<file path="src/rtl/usbh_tx_seq.sv">
// usbh_tx_seq: pops one transfer's worth of host FIFO bytes onto the SIE TX valid/accept stream
module usbh_tx_seq #(
    parameter int LEN_W     = 16,
    parameter int TIMEOUT   = 255,
    parameter int TIMEOUT_W = 8
) (
    input  logic             clk_i,
    input  logic             n_rst_i,
    input  logic             start_i,
    input  logic [LEN_W-1:0] len_i,
    input  logic             abort_i,
    input  logic             fifo_empty_i,
    input  logic [7:0]       fifo_data_i,
    output logic             fifo_pop_o,
    output logic             fifo_flush_o,
    output logic             tx_valid_o,
    output logic [7:0]       tx_data_o,
    output logic             tx_last_o,
    input  logic             tx_accept_i,
    output logic             busy_o,
    output logic             done_o,
    output logic             underrun_o,
    output logic [LEN_W-1:0] remaining_o
);
    typedef enum logic [1:0] {IDLE, LOAD, SEND} state_t;

    state_t               state_q, state_d;
    logic [LEN_W-1:0]     rem_q, rem_d;
    logic [TIMEOUT_W-1:0] wait_q, wait_d;
    logic [7:0]           data_q, data_d;
    logic                 valid_q, valid_d, last_q, last_d;
    logic                 done_q, done_d, under_q, under_d, flush_q, flush_d;
    logic                 fetch;

    // A fetch both pops the FIFO and reloads the output byte, from LOAD or straight out of SEND
    assign fetch = !abort_i && !fifo_empty_i &&
                   (state_q == LOAD || (state_q == SEND && tx_accept_i && !last_q));

    always_comb begin
        state_d = state_q;
        rem_d   = rem_q;
        wait_d  = wait_q;
        data_d  = data_q;
        valid_d = valid_q;
        last_d  = last_q;
        done_d  = 1'b0;
        under_d = 1'b0;
        flush_d = 1'b0;
        if (abort_i) begin
            state_d = IDLE;
            rem_d   = '0;
            wait_d  = '0;
            valid_d = 1'b0;
            last_d  = 1'b0;
            flush_d = 1'b1;
        end else if (fetch) begin
            state_d = SEND;
            data_d  = fifo_data_i;
            valid_d = 1'b1;
            last_d  = (rem_q == LEN_W'(1));
            rem_d   = rem_q - LEN_W'(1);
            wait_d  = '0;
        end else if (state_q == LOAD) begin
            if (wait_q == TIMEOUT_W'(TIMEOUT - 1)) begin
                state_d = IDLE;
                rem_d   = '0;
                wait_d  = '0;
                under_d = 1'b1;
                flush_d = 1'b1;
            end else begin
                wait_d = wait_q + 1'b1;
            end
        end else if (state_q == SEND && tx_accept_i) begin
            valid_d = 1'b0;
            last_d  = 1'b0;
            done_d  = last_q;
            wait_d  = '0;
            state_d = last_q ? IDLE : LOAD;
        end else if (state_q == IDLE && start_i) begin
            done_d  = (len_i == '0);
            rem_d   = len_i;
            wait_d  = '0;
            state_d = (len_i == '0) ? IDLE : LOAD;
        end
    end

    always_ff @(posedge clk_i or negedge n_rst_i) begin
        if (!n_rst_i) begin
            state_q <= IDLE;
            rem_q   <= '0;
            wait_q  <= '0;
            data_q  <= '0;
            valid_q <= 1'b0;
            last_q  <= 1'b0;
            done_q  <= 1'b0;
            under_q <= 1'b0;
            flush_q <= 1'b0;
        end else begin
            state_q <= state_d;
            rem_q   <= rem_d;
            wait_q  <= wait_d;
            data_q  <= data_d;
            valid_q <= valid_d;
            last_q  <= last_d;
            done_q  <= done_d;
            under_q <= under_d;
            flush_q <= flush_d;
        end
    end

    assign fifo_pop_o   = fetch;
    assign fifo_flush_o = flush_q;
    assign tx_valid_o   = valid_q;
    assign tx_data_o    = data_q;
    assign tx_last_o    = last_q;
    assign busy_o       = (state_q != IDLE);
    assign done_o       = done_q;
    assign underrun_o   = under_q;
    assign remaining_o  = rem_q;
endmodule

</file>
<file path="config.mk">
export PLATFORM = sky130hd
export DESIGN_NAME = usbh_tx_seq
export DESIGN_NICKNAME = d
export VERILOG_FILES = /design/src/rtl/usbh_tx_seq.sv
export SDC_FILE = /design/constraint.sdc
export NUM_CORES = 1
export LEC_CHECK = 0
export CAP_MARGIN = 20
export CELL_PAD_IN_SITES_DETAIL_PLACEMENT = 1
export CELL_PAD_IN_SITES_GLOBAL_PLACEMENT = 1
export CORE_MARGIN = 3
export CORE_UTILIZATION = 35
export DETAILED_ROUTE_END_ITERATION = 16
export PLACE_DENSITY = 0.83
export SYNTH_ARGS = -nofsm -noshare
export SYNTH_HDL_FRONTEND = slang
export SYNTH_SLANG_ARGS = --single-unit
</file>
<file path="constraint.sdc">
create_clock -name clk_i -period 4.95 [get_ports clk_i]
set_input_delay 0.99 -clock clk_i [delete_from_list [all_inputs] [get_ports clk_i]]
set_output_delay 0.99 -clock clk_i [all_outputs]
set_load 0.01 [all_outputs]
</file>
==> results.json <==
{
  "dieWidth_um": 86.4,
  "clock_latency_ns": 0.29,
  "wl_met1_um": 3350,
  "fmax_mhz": 274,
  "synthTopCellsByCount": "39 x dfrtp_1, 36 x nand2_1, 29 x o21ai_0",
  "clockRootBuffer": "clkbuf_8",
  "post_cts_buffers": 0,
  "yosysTopAreaCell": "dfrtp_1",
  "status": "finished clean",
  "avgSynthCellArea_sq_um": 8.60,
  "ys_seq_area_frac": 0.432,
  "dr.pass1.iters": 4,
  "start_kind": "primary input",
  "async_flop_share": 1.00,
  "cts_buffer_depth": 2,
  "path_class": "primary input to output port",
  "endpoint_kind": "output port",
  "core_area_sq_um": 6100,
  "dieArea_sq_um": 7460,
  "p_per_area_nw_per_um2": 470,
  "final_nets": 352,
  "highest_layer": "met4",
  "synth_cell_types": 51,
  "gp_congestion": 0.794,
  "rows": 28,
  "tns_ns": 0,
  "hpwl_um": 5340,
  "path_max_fanout": 5,
  "die_h_um": 86.4,
  "hold_path_class": "flip-flop to flip-flop",
  "cp.required_ns": 3.96,
  "area.growth.synth_to_final_pct": 31.1,
  "start_util": 0.371,
  "post_cts_resized": 0,
  "post_drt_wl_per_cell_um": 18.6,
  "drc": 0,
  "via_per_inst": 5.77,
  "grt_first_pass_wirelength_um": 12100,
  "yosysMostFrequentCell": "dfrtp_1",
  "drive_gt1_frac": 0.0662,
  "drtIter0Drc": 200,
  "synth_warnings": 0,
  "synthFlopType": "dfrtp_1",
  "path_clk_slew_ns": 0.07,
  "vias": 2261,
  "synth-seq-cells": 39,
  "p_total_mw": 1.39,
  "synth_top_cell_area_share": 0.432,
  "maxCapViolations": 0,
  "htree_levels": 2,
  "cts_tree": "done",
  "worstPathArrival_ns": 2.65,
  "drt_wl_total_um": 7290,
  "slew_violations": 0,
  "insertedDiodeCount": 0,
  "synth_edf_count": 0,
  "wl_met2_um": 3540,
  "cts_hold_buf": 0,
  "port_buffers": 60,
  "grt_max_degree": 40,
  "antenna_found_initial": 0,
  "worstMarginPinSlew_ns": 1.00,
  "ir_drop_mv": 0.212,
  "synth_fp_nets": 297,
  "finalCritPeriodShare": 0.736,
  "grt_usage": 0.204,
  "route.met3.wl_um": 294,
  "cts.sinks": 39,
  "pre_cts_ws_ns": 1.31,
  "grt_pass1_vias": 2364,
  "finalClockSkew_ns": 0.00879,
  "final-hold-violation-count": 0,
  "ios": 61,
  "setup_slack_ns": 1.31,
  "synth_area_leaders": "dfrtp_1 43%, o21ai_0 6.4%, nand2_1 6.0%",
  "hold_ws_ns": 0.485,
  "cts_buffers": 5,
  "fin_util": 0.486,
  "ant_nets": 0,
  "setup-violations-final": 0,
  "layout_min_cycle_time_ns": 3.64,
  "synthCells": 263,
  "grt_overflow_total": 0,
  "slew_headroom": 0.326,
  "rsz0062_at_grt": "false",
  "leakagePower_nw": 1.20,
  "synth_area_sq_um": 2260
}
==> placed cells by master (no fill, tap or decap), types with 3 or more instances in the layout <==
master,instances
a31oi_1,6
buf_4,3
clkdlybuf4s50_1,59
clkbuf_8,5
nor2_1,25
a31o_2,3
a22o_1,3
nand2_1,36
a22oi_1,4
nor2b_1,5
o21ai_0,29
dfrtp_1,39
nor4_1,6
a21oi_1,12
o31ai_1,4
ha_1,4
nand3_1,8
inv_1,7
o21ai_1,4
nor3_1,14
==> metrics by stage <==
| step | std cells | cell area, sq um |
|---|---|---|
| 2_1_floorplan | 263 | 2260 |
| 6_report | 392 | 2960 |
| 5_1_grt | 392 | 2960 |
| 3_3_place_gp | 386 | 2890 |
| 4_1_cts | 392 | 2960 |
| 3_5_place_dp | 386 | 2890 |
==> power breakdown <==
part / leakage [nW] / switching, mW / internal [mW]
Sequential: 0.515 / 0.0994 / 0.403
Combinational: 0.650 / 0.372 / 0.315
Clock: 0.0371 / 0.109 / 0.0941
==> worst max-delay path, cell delays in order <==
cell	delay, ns
clkdlybuf4s50_1	0.54
nand4bb_4	0.15
a211o_1	0.37
inv_2	0.07
clkdlybuf4s50_1	0.53
==> routing by layer <==
layer  track usage  vias to the layer above
li1              -                     1069
met1         0.283                     1116
met2         0.334                       66
met3        0.0304                       10
met4        0.0567                        0
met5             0                        -
==> cells by family (layout without fill, tap and decap cells) <==
| group | after synthesis | in the layout | share of synthesized area |
|---|---|---|---|
| DFF | 39 | 39 | 0.432 |
| and+or+nand+nor | 114 | 114 | 0.262 |
| adders and majority gates | 4 | 4 | 0.0221 |
| AOI/OAI and AO/OA | 83 | 83 | 0.233 |
| buffers and inverters | 23 | 77 | 0.0515 |
==> registers in the layout (all words and copies together) (netlist names) <==
signal and cells:
done_o 1, fifo_flush_o 1, remaining_o 16, state_q 2, tx_data_o 8, tx_last_o 1, tx_valid_o 1, underrun_o 1
wait_q 8
==> area by class of cell <==
type                       instances  area, sq um
fill                             753         3130
multi-input combinational        201         1170
sequential                        39          976
timing repair buffer              63          618
tap                               75         93.8
clock buffer                       6         72.6
inverter                           8         30.0
==> path summary, 6_finish.rpt <==
| check | startpoint | end | slack, ns | cells after the start |
|---|---|---|---|---|
| max in group asynchronous | n_rst_i | tx_data_o[2] | 3.56 | 1 |
| hold reg to reg | wait_q[5] | wait_q[5] | 0.48 | 1 |
| min in group asynchronous | n_rst_i | remaining_o[11] | 0.83 | 1 |
| hold / removal | wait_q[5] | wait_q[5] | 0.48 | 1 |
| setup / recovery | tx_accept_i | fifo_pop_o | 1.31 | 5 |
| setup reg to reg | state_q[1] | remaining_o[6] | 2.19 | 6 |
No activity file was read; power rests on OpenSTA's default activity.
